===== config.mk =====
export PLATFORM = sky130hd
export DESIGN_NAME = channel_combiner_flat
export DESIGN_NICKNAME = d
export VERILOG_FILES = /design/src/rtl/channel_combiner_pkg.sv /design/src/rtl/channel_combiner_if.sv /design/src/rtl/combiner_lane.sv /design/src/rtl/channel_combiner.sv /design/src/flat_wrapper.sv
export SDC_FILE = /design/constraint.sdc
export NUM_CORES = 2
export LEC_CHECK = 0
export BUFFER_PORTS_ARGS = -buffer_cell sky130_fd_sc_hd__buf_4
export CORE_MARGIN = 3
export CORE_UTILIZATION = 57
export CTS_CLUSTER_DIAMETER = 60
export DETAILED_ROUTE_END_ITERATION = 12
export HOLD_SLACK_MARGIN = 0.12
export PLACE_DENSITY = 0.8
export SYNTH_ARGS = -nofsm -noshare
export SYNTH_HDL_FRONTEND = slang
export SYNTH_SLANG_ARGS = --single-unit

===== constraint.sdc =====
create_clock -name clk -period 8.95 [get_ports clk]
set_input_delay 1.79 -clock clk [delete_from_list [all_inputs] [get_ports clk]]
set_output_delay 1.79 -clock clk [all_outputs]
set_load 0.03 [all_outputs]

===== src/rtl/channel_combiner_pkg.sv =====
// -----------------------------------------------------------------------------
// channel_combiner_pkg
// Shared definitions for the channel combiner: per-lane operation encoding,
// clip counter width and the averaging-exponent clamp helper.
// -----------------------------------------------------------------------------
package channel_combiner_pkg;

    // Per-lane operation select, two bits per lane on the mode bus.
    typedef enum logic [1:0] {
        MODE_ADD  = 2'b00,  // A + B
        MODE_SUB  = 2'b01,  // A - B
        MODE_RSUB = 2'b10,  // B - A
        MODE_PASS = 2'b11   // A
    } mode_e;

    // Width of each per-lane clip counter.
    localparam int CLIP_W = 16;

    // Averaging exponents above the supported maximum are treated as the maximum.
    function automatic logic [3:0] clamp_shift(input logic [3:0] shift, input int max_log2);
        if (int'(shift) > max_log2) begin
            return 4'(max_log2);
        end
        return shift;
    endfunction

endpackage


===== src/rtl/channel_combiner_if.sv =====
// -----------------------------------------------------------------------------
// channel_combiner_if
// Sample-set bus of the channel combiner.
//   in_valid  : a sample set is present on in_a / in_b
//   in_a/in_b : packed operands, lane i at [i*WIDTH +: WIDTH]
//   out_valid : one-cycle strobe, out_y holds a new result set
//   out_y     : packed per-lane results, held until the next result
// master = sample source / result sink, slave = the combiner.
// -----------------------------------------------------------------------------
interface channel_combiner_if #(
    parameter int WIDTH    = 16,
    parameter int CHANNELS = 4
);
    logic                      in_valid;
    logic [CHANNELS*WIDTH-1:0] in_a;
    logic [CHANNELS*WIDTH-1:0] in_b;
    logic                      out_valid;
    logic [CHANNELS*WIDTH-1:0] out_y;

    modport master (
        output in_valid, in_a, in_b,
        input  out_valid, out_y
    );

    modport slave (
        input  in_valid, in_a, in_b,
        output out_valid, out_y
    );
endinterface


===== src/rtl/combiner_lane.sv =====
// -----------------------------------------------------------------------------
// combiner_lane
// One lane of the channel combiner: S1 exact sum/difference, S2 reduction to
// WIDTH bits (saturate or wrap) with overflow flag, S3 boxcar accumulator with
// dump-and-shift, and the saturating clip counter.
// Ports:
//   clk, rst_n        : clock, asynchronous active-low reset
//   s0_valid, a, b    : incoming sample and operands, mode = lane operation
//   s1_valid, s1_sat  : S1 holds valid data / saturation mode captured with it
//   s2_valid          : S2 holds valid data (drives accumulate and clip count)
//   acc_restart       : discard the partial accumulation before adding
//   acc_dump          : this sample completes the block, output the average
//   shift             : averaging exponent applied on dump
//   clr_stats         : clear the clip counter (wins over a clip)
//   y, clip_cnt       : averaged result, clip count
// -----------------------------------------------------------------------------
module combiner_lane
    import channel_combiner_pkg::*;
#(
    parameter int WIDTH    = 16,
    parameter int MAX_LOG2 = 8
) (
    input  logic                     clk,
    input  logic                     rst_n,
    input  logic                     s0_valid,
    input  logic        [WIDTH-1:0]  a,
    input  logic        [WIDTH-1:0]  b,
    input  mode_e                    mode,
    input  logic                     s1_valid,
    input  logic                     s1_sat,
    input  logic                     s2_valid,
    input  logic                     acc_restart,
    input  logic                     acc_dump,
    input  logic        [3:0]        shift,
    input  logic                     clr_stats,
    output logic        [WIDTH-1:0]  y,
    output logic        [CLIP_W-1:0] clip_cnt
);

    localparam int ACC_W = WIDTH + MAX_LOG2;
    localparam logic [WIDTH-1:0] POS_MAX = {1'b0, {(WIDTH-1){1'b1}}};
    localparam logic [WIDTH-1:0] NEG_MAX = {1'b1, {(WIDTH-1){1'b0}}};

    logic signed [WIDTH:0]    s1_res_q, s1_res_d;
    logic        [WIDTH-1:0]  s2_smp_q, s2_smp_d;
    logic                     s2_ovf_q, s2_ovf_d;
    logic signed [ACC_W-1:0]  acc_q,    acc_d;
    logic        [WIDTH-1:0]  y_q,      y_d;
    logic        [CLIP_W-1:0] clip_q,   clip_d;

    logic signed [WIDTH:0]    a_ext, b_ext;
    logic                     ovf;
    logic signed [ACC_W-1:0]  acc_sum;
    logic signed [ACC_W-1:0]  acc_avg;

    always_comb begin
        // NOTE: every combinational output gets a default first so no path
        // leaves it unassigned, which would otherwise infer a latch.
        s1_res_d = s1_res_q;
        s2_smp_d = s2_smp_q;
        s2_ovf_d = s2_ovf_q;
        acc_d    = acc_q;
        y_d      = y_q;
        clip_d   = clip_q;

        // S1: one extra bit holds any sum or difference of two WIDTH-bit values.
        a_ext = {a[WIDTH-1], a};
        b_ext = {b[WIDTH-1], b};
        if (s0_valid) begin
            case (mode)
                MODE_ADD:  s1_res_d = a_ext + b_ext;
                MODE_SUB:  s1_res_d = a_ext - b_ext;
                MODE_RSUB: s1_res_d = b_ext - a_ext;
                default:   s1_res_d = a_ext;
            endcase
        end

        // S2: the value fits in WIDTH bits only when the top two bits agree.
        ovf = s1_res_q[WIDTH] != s1_res_q[WIDTH-1];
        if (s1_valid) begin
            s2_ovf_d = ovf;
            if (ovf && s1_sat) begin
                s2_smp_d = s1_res_q[WIDTH] ? NEG_MAX : POS_MAX;
            end else begin
                s2_smp_d = s1_res_q[WIDTH-1:0];
            end
        end

        // S3: a restart drops the partial block so this sample becomes sample 1.
        acc_sum = (acc_restart ? '0 : acc_q)
                + {{MAX_LOG2{s2_smp_q[WIDTH-1]}}, s2_smp_q};
        acc_avg = acc_sum >>> shift;
        if (s2_valid) begin
            if (acc_dump) begin
                acc_d = '0;
                y_d   = acc_avg[WIDTH-1:0];
            end else begin
                acc_d = acc_sum;
            end
        end

        if (clr_stats) begin
            clip_d = '0;
        end else if (s2_valid && s2_ovf_q && (clip_q != '1)) begin
            clip_d = clip_q + CLIP_W'(1);
        end
    end

    // NOTE: state registers use non-blocking assignments so every flop samples
    // the pre-edge value of its neighbours, independent of statement order.
    always_ff @(posedge clk or negedge rst_n) begin
        if (!rst_n) begin
            s1_res_q <= '0;
            s2_smp_q <= '0;
            s2_ovf_q <= 1'b0;
            acc_q    <= '0;
            y_q      <= '0;
            clip_q   <= '0;
        end else begin
            s1_res_q <= s1_res_d;
            s2_smp_q <= s2_smp_d;
            s2_ovf_q <= s2_ovf_d;
            acc_q    <= acc_d;
            y_q      <= y_d;
            clip_q   <= clip_d;
        end
    end

    assign y        = y_q;
    assign clip_cnt = clip_q;

endmodule


===== src/rtl/channel_combiner.sv =====
// -----------------------------------------------------------------------------
// channel_combiner
// CHANNELS-lane pipelined sum/difference engine with saturate/wrap reduction,
// power-of-two boxcar averaging with decimation and per-lane clip counters.
// Ports:
//   clk       : clock, all logic on the rising edge
//   reset     : asynchronous active-low reset
//   bus       : sample-set bus (in_valid/in_a/in_b in, out_valid/out_y out)
//   mode      : per-lane operation, lane i at [2*i +: 2]
//   sat_en    : 1 = saturate on overflow, 0 = wrap
//   avg_shift : averaging exponent, N = 2^avg_shift, clamped to MAX_LOG2
//   clr_stats : synchronous clear of all clip counters
//   clip_cnt  : per-lane saturating clip counts, lane i at [i*16 +: 16]
// Latency: sample accepted at edge k is output at edge k+2 when it dumps.
// -----------------------------------------------------------------------------
module channel_combiner
    import channel_combiner_pkg::*;
#(
    parameter int WIDTH    = 16,
    parameter int CHANNELS = 4,
    parameter int MAX_LOG2 = 8
) (
    input  logic                         clk,
    input  logic                         reset,
    channel_combiner_if.slave            bus,
    input  logic [CHANNELS*2-1:0]        mode,
    input  logic                         sat_en,
    input  logic [3:0]                   avg_shift,
    input  logic                         clr_stats,
    output logic [CHANNELS*CLIP_W-1:0]   clip_cnt
);

    // The block count never exceeds 2^MAX_LOG2 - 1; one spare bit keeps the
    // 2^shift comparison value representable.
    localparam int CNT_W = MAX_LOG2 + 1;

    logic             s1_valid_q,  s1_valid_d;
    logic             s1_sat_q,    s1_sat_d;
    logic [3:0]       s1_shift_q,  s1_shift_d;
    logic             s2_valid_q,  s2_valid_d;
    logic [3:0]       s2_shift_q,  s2_shift_d;
    logic [3:0]       cur_shift_q, cur_shift_d;
    logic [CNT_W-1:0] cnt_q,       cnt_d;
    logic             out_valid_q, out_valid_d;

    logic             restart;
    logic             dump;
    logic [CNT_W-1:0] base_cnt;
    logic [CNT_W-1:0] last_cnt;

    always_comb begin
        // Configuration travels with the sample it was captured for.
        s1_valid_d = bus.in_valid;
        s1_sat_d   = s1_sat_q;
        s1_shift_d = s1_shift_q;
        if (bus.in_valid) begin
            s1_sat_d   = sat_en;
            s1_shift_d = clamp_shift(avg_shift, MAX_LOG2);
        end

        s2_valid_d = s1_valid_q;
        s2_shift_d = s2_shift_q;
        if (s1_valid_q) begin
            s2_shift_d = s1_shift_q;
        end

        // A changed exponent abandons the block in progress; the arriving
        // sample opens a new block under the new N.
        restart  = s2_valid_q && (s2_shift_q != cur_shift_q);
        base_cnt = restart ? '0 : cnt_q;
        last_cnt = (CNT_W'(1) << s2_shift_q) - CNT_W'(1);
        dump     = s2_valid_q && (base_cnt == last_cnt);

        cur_shift_d = cur_shift_q;
        cnt_d       = cnt_q;
        if (s2_valid_q) begin
            cur_shift_d = s2_shift_q;
            cnt_d       = dump ? '0 : base_cnt + CNT_W'(1);
        end

        out_valid_d = dump;
    end

    always_ff @(posedge clk or negedge reset) begin
        if (!reset) begin
            s1_valid_q  <= 1'b0;
            s1_sat_q    <= 1'b0;
            s1_shift_q  <= '0;
            s2_valid_q  <= 1'b0;
            s2_shift_q  <= '0;
            cur_shift_q <= '0;
            cnt_q       <= '0;
            out_valid_q <= 1'b0;
        end else begin
            s1_valid_q  <= s1_valid_d;
            s1_sat_q    <= s1_sat_d;
            s1_shift_q  <= s1_shift_d;
            s2_valid_q  <= s2_valid_d;
            s2_shift_q  <= s2_shift_d;
            cur_shift_q <= cur_shift_d;
            cnt_q       <= cnt_d;
            out_valid_q <= out_valid_d;
        end
    end

    assign bus.out_valid = out_valid_q;

    for (genvar i = 0; i < CHANNELS; i++) begin : g_lane
        combiner_lane #(
            .WIDTH    (WIDTH),
            .MAX_LOG2 (MAX_LOG2)
        ) u_lane (
            .clk         (clk),
            .rst_n       (reset),
            .s0_valid    (bus.in_valid),
            .a           (bus.in_a[i*WIDTH +: WIDTH]),
            .b           (bus.in_b[i*WIDTH +: WIDTH]),
            .mode        (mode_e'(mode[2*i +: 2])),
            .s1_valid    (s1_valid_q),
            .s1_sat      (s1_sat_q),
            .s2_valid    (s2_valid_q),
            .acc_restart (restart),
            .acc_dump    (dump),
            .shift       (s2_shift_q),
            .clr_stats   (clr_stats),
            .y           (bus.out_y[i*WIDTH +: WIDTH]),
            .clip_cnt    (clip_cnt[i*CLIP_W +: CLIP_W])
        );
    end

endmodule


===== src/flat_wrapper.sv =====
// flat-port wrapper written by rule: the top's interface ports become plain ports
module channel_combiner_flat import channel_combiner_pkg::*;
#(
    parameter int WIDTH    = 16,
    parameter int CHANNELS = 4,
    parameter int MAX_LOG2 = 8
)
  (clk, reset, mode, sat_en, avg_shift, clr_stats, clip_cnt, bus_in_valid, bus_in_a, bus_in_b, bus_out_valid, bus_out_y);
  channel_combiner_if #(.WIDTH(WIDTH), .CHANNELS(CHANNELS)) bus_i ();
  input  logic clk;
  input  logic reset;
  input  logic [CHANNELS*2-1:0] mode;
  input  logic sat_en;
  input  logic [3:0] avg_shift;
  input  logic clr_stats;
  output logic [CHANNELS*CLIP_W-1:0] clip_cnt;
  input wire logic [$bits(bus_i.in_valid)-1:0] bus_in_valid;
  input wire logic [$bits(bus_i.in_a)-1:0] bus_in_a;
  input wire logic [$bits(bus_i.in_b)-1:0] bus_in_b;
  output wire logic [$bits(bus_i.out_valid)-1:0] bus_out_valid;
  output wire logic [$bits(bus_i.out_y)-1:0] bus_out_y;
  assign bus_i.in_valid = bus_in_valid;
  assign bus_i.in_a = bus_in_a;
  assign bus_i.in_b = bus_in_b;
  assign bus_out_valid = bus_i.out_valid;
  assign bus_out_y = bus_i.out_y;
  channel_combiner #(.WIDTH(WIDTH), .CHANNELS(CHANNELS), .MAX_LOG2(MAX_LOG2)) u_core (.clk(clk), .reset(reset), .bus(bus_i), .mode(mode), .sat_en(sat_en), .avg_shift(avg_shift), .clr_stats(clr_stats), .clip_cnt(clip_cnt));
endmodule

==> results.sh <==
export IMPL_arrival_ns=6.55
export IMPL_yosysSeqAreaShare_pct=28.0
export IMPL_io_pins=274
export IMPL_grt_setup_unrepaired="false"
export IMPL_cp_required_ns=9.43
export IMPL_power_density_mw_per_mm2=297
export IMPL_grt_pass1_vias=29500
export IMPL_hp_start="u_core.g_lane[1].u_lane.acc_q[20]"
export IMPL_syn_area_mm2=0.0344
export IMPL_worst_setup_path_end_kind="register"
export IMPL_synthFlopType="dfrtp_1"
export IMPL_synth_top_cell_by_area="dfrtp_1"
export IMPL_design_core_area_mm2=0.0594
export IMPL_dp_cells=5053
export IMPL_overflow=0
export IMPL_worst_pin_slew_ns=1.08
export IMPL_clockBufferDepth=3
export IMPL_synth_area_top_cells="dfrtp_1 (28%), ha_1 (8.4%), a21oi_1 (5.3%), nor2_1 (5.2%), nand2_1 (4.3%)"
export IMPL_p_total_w=0.0113
export IMPL_critPathMaxFanout=54
export IMPL_yosysWarnings=0
export IMPL_hold_violations=0
export IMPL_startpoint_type="register"
export IMPL_synth_net_count=4610
export IMPL_path_clk_slew_ns=0.07
export IMPL_die_w_um=252
export IMPL_synth_cell_types=115
export IMPL_wl_per_cell_um=18.7
export IMPL_grt_max_degree=170
export IMPL_worstHoldEndpoint="u_core.g_lane[1].u_lane.acc_q[20]"
export IMPL_r2r_end="u_core.g_lane[2].u_lane.y[13]"
export IMPL_ir_drop_mv=0.171
export IMPL_setup_viol=0
export IMPL_drc=0
export IMPL_synth_top_area_share_pct=28.0
export IMPL_cts_sinks=385
export IMPL_rrSetupSlack_ns=2.88
export IMPL_slew_violations=0
export IMPL_htreeDepth=2
export IMPL_synthCells=4223
export IMPL_die_area_mm2=0.0634
export IMPL_fin_tns_setup_ns=0
export IMPL_tritoncts="done"
export IMPL_area_growth_pct=10.6
export IMPL_p_leak_nw=17.7
export IMPL_vias_per_cell=6.23
export IMPL_antenna_found_initial=3
export IMPL_vias=32000
export IMPL_nets=4711
export IMPL_gp_congestion=0.958
export IMPL_cts_setup_buffers=0
export IMPL_insertion_delay_ns=0.59
export IMPL_clock_skew_final_ns=0.0280
export IMPL_grt_pass1_wl_mm=156
export IMPL_max_cap_violations=0
export IMPL_clock_fmax_ghz=0.165
export IMPL_grt_usage_pct=29.7
export IMPL_maxSlewHeadroom_pct=27.8
export IMPL_hold_path_class="reg -> reg"
export IMPL_std_cell_rows=89
export IMPL_fin_crit_ns=6.07
export IMPL_root_buffer="clkbuf_16"
export IMPL_crit_type="reg -> reg"
export IMPL_finalCritPeriodShare_pct=67.8
export IMPL_finalWirelength_mm=95.9
export IMPL_port_buffers=273
export IMPL_start_util_pct=58.0
export IMPL_ant_nets=0
export IMPL_holdPathStages=2
export IMPL_hold_ws_ns=0.469
export IMPL_drtPass1Iterations=8
export IMPL_synth_avg_cell_area_um2=8.15
export IMPL_cts_made_buffers=42
export IMPL_reg2reg_depth=16
export IMPL_crit_reg2reg_launch="u_core.s2_shift_q[0]"
export IMPL_synth_edf_count=0
export IMPL_status="finished clean"
export IMPL_drive_above_1_share_pct=13.1
export IMPL_post_cts_resize_count=0
export IMPL_die_y_um=252
export IMPL_synth_seq_cells=385
export IMPL_final_cells=5126
export IMPL_dp_hpwl_mm=70.2
export IMPL_async_flop_share_pct=100
export IMPL_ctsHoldBuffers=0
export IMPL_drtIter0Drc=2754
area by class of cell:
type | instances | area, µm²
multi-input combinational | 3387 | 23000
fill | 5173 | 21300
sequential | 385 | 9650
timing repair buffer | 294 | 2230
clock buffer | 55 | 1170
tap | 773 | 967
inverter | 214 | 808
clock inverter | 17 | 211
antenna | 1 | 2.50
Yosys cell counts, drive strengths merged, types with 34 or more instances:
master	n
nor2	482
clkbuf	182
ha	230
a211oi	77
nand2	400
inv	213
o31ai	39
a21oi	370
and2	78
a21o	75
nand3	135
o2bb2ai	34
buf	55
mux2	86
and3	42
a31oi	41
o211ai	53
o21ai	253
nor3	90
xor2	144
or3	36
dfrtp	385
xnor2	141
mux2i	97
sequential cells by signal, indices dropped and copies added, names as in the netlist:
| signal | flops |
|---|---|
| u_core.bus.out_valid | 1 |
| u_core.cnt_q | 9 |
| u_core.cur_shift_q | 4 |
| u_core.g_lane.u_lane.acc_q | 96 |
| u_core.g_lane.u_lane.clip_cnt | 64 |
| u_core.g_lane.u_lane.s1_res_q | 68 |
| u_core.g_lane.u_lane.s2_ovf_q | 4 |
| u_core.g_lane.u_lane.s2_smp_q | 64 |
| u_core.g_lane.u_lane.y | 64 |
| u_core.s1_sat_q | 1 |
| u_core.s1_shift_q | 4 |
| u_core.s1_valid_q | 1 |
| u_core.s2_shift_q | 4 |
| u_core.s2_valid_q | 1 |
how the worst max path moves through the flow:
stage                                                       to  slack [ns]  cells past startpoint            startpoint
final                            u_core.g_lane[2].u_lane.y[13]        2.88                     16  u_core.s2_shift_q[0]
after global placement           u_core.g_lane[2].u_lane.y[13]        3.19                     16  u_core.s2_shift_q[0]
after detailed placement         u_core.g_lane[2].u_lane.y[13]        3.08                     16  u_core.s2_shift_q[0]
after global routing             u_core.g_lane[2].u_lane.y[13]        2.60                     16  u_core.s2_shift_q[0]
after CTS                        u_core.g_lane[2].u_lane.y[13]        3.05                     16  u_core.s2_shift_q[0]
after floorplan           u_core.g_lane[2].u_lane.s1_res_q[13]        3.65                     16               mode[5]
worst max-delay path, cell delays in order, from the launching register on:
cell       delay (ns)
dfrtp_2          0.65
buf_4            0.58
inv_4            0.31
nor2_1           0.26
nand2_1          0.08
ha_1             0.37
nor3_1           0.18
a21oi_1          0.08
o2111a_1         0.26
a2111oi_0        0.43
nand4_1          0.18
a21o_4           0.40
inv_2            0.57
buf_4            0.67
nand2_1          0.31
o32a_1           0.44
o21a_1           0.10
layer usage:
layer  GRT usage [%]  share of wire (%)
met1            43.7                 46
met5               0              0.032
met3            5.63                8.5
met4            6.75                2.3
met2            45.2                 43
power by group:
group | switching (W) | internal [W] | leakage [nW]
Combinational | 0.00424 | 0.00273 | 12.1
Sequential | 0.000340 | 0.00219 | 4.84
Clock | 0.000746 | 0.00104 | 0.672
Total | 0.00533 | 0.00596 | 17.7
cells by family after synthesis:
logic type | synth area share, %
flip-flops | 28.0
adder cells (fa/ha/maj) | 9.06
AO/OA/AOI/OAI | 23.5
AND/OR/NAND/NOR | 19.3
buffers and inverters | 5.10
XOR/XNOR | 7.34
multiplexers | 7.74
cell usage in the layout (no fill, tap or decap), types with 17 or more instances in the layout:
cell type	Yosys	final
buf_4	3	292
a21oi_1	365	365
nor4_1	17	17
inv_1	208	205
mux2i_1	96	96
o21ai_0	227	227
nand4_1	33	33
nand2b_1	33	33
o2bb2ai_1	34	34
dfrtp_1	385	379
o21ai_1	21	21
nor3_1	89	89
nand2_1	395	395
o31ai_1	36	36
clkbuf_16	0	43
and2_1	75	75
and3_1	42	42
nand3_1	133	133
xnor2_1	137	137
a211oi_1	70	70
o211ai_1	49	49
a31oi_1	41	41
xor2_1	144	144
o21a_1	29	29
or3_1	34	34
nor2b_1	32	32
nor2_1	481	480
a21o_1	75	74
mux2_2	84	84
mux4_2	32	32
ha_1	230	230
metrics by stage:
stage / cell area [µm²] / worst slack [ns] / utilization (%)
6_report: 38100 / 2.88 / 64.2
4_1_cts: 38100 / 3.05 / 64.2
3_5_place_dp: 36700 / 3.08 / 61.8
2_1_floorplan: 34400 / 3.65 / -
3_3_place_gp: 36700 / 3.19 / 61.8
5_1_grt: 38100 / 2.60 / 64.2
(Power assumes the default switching activity.)
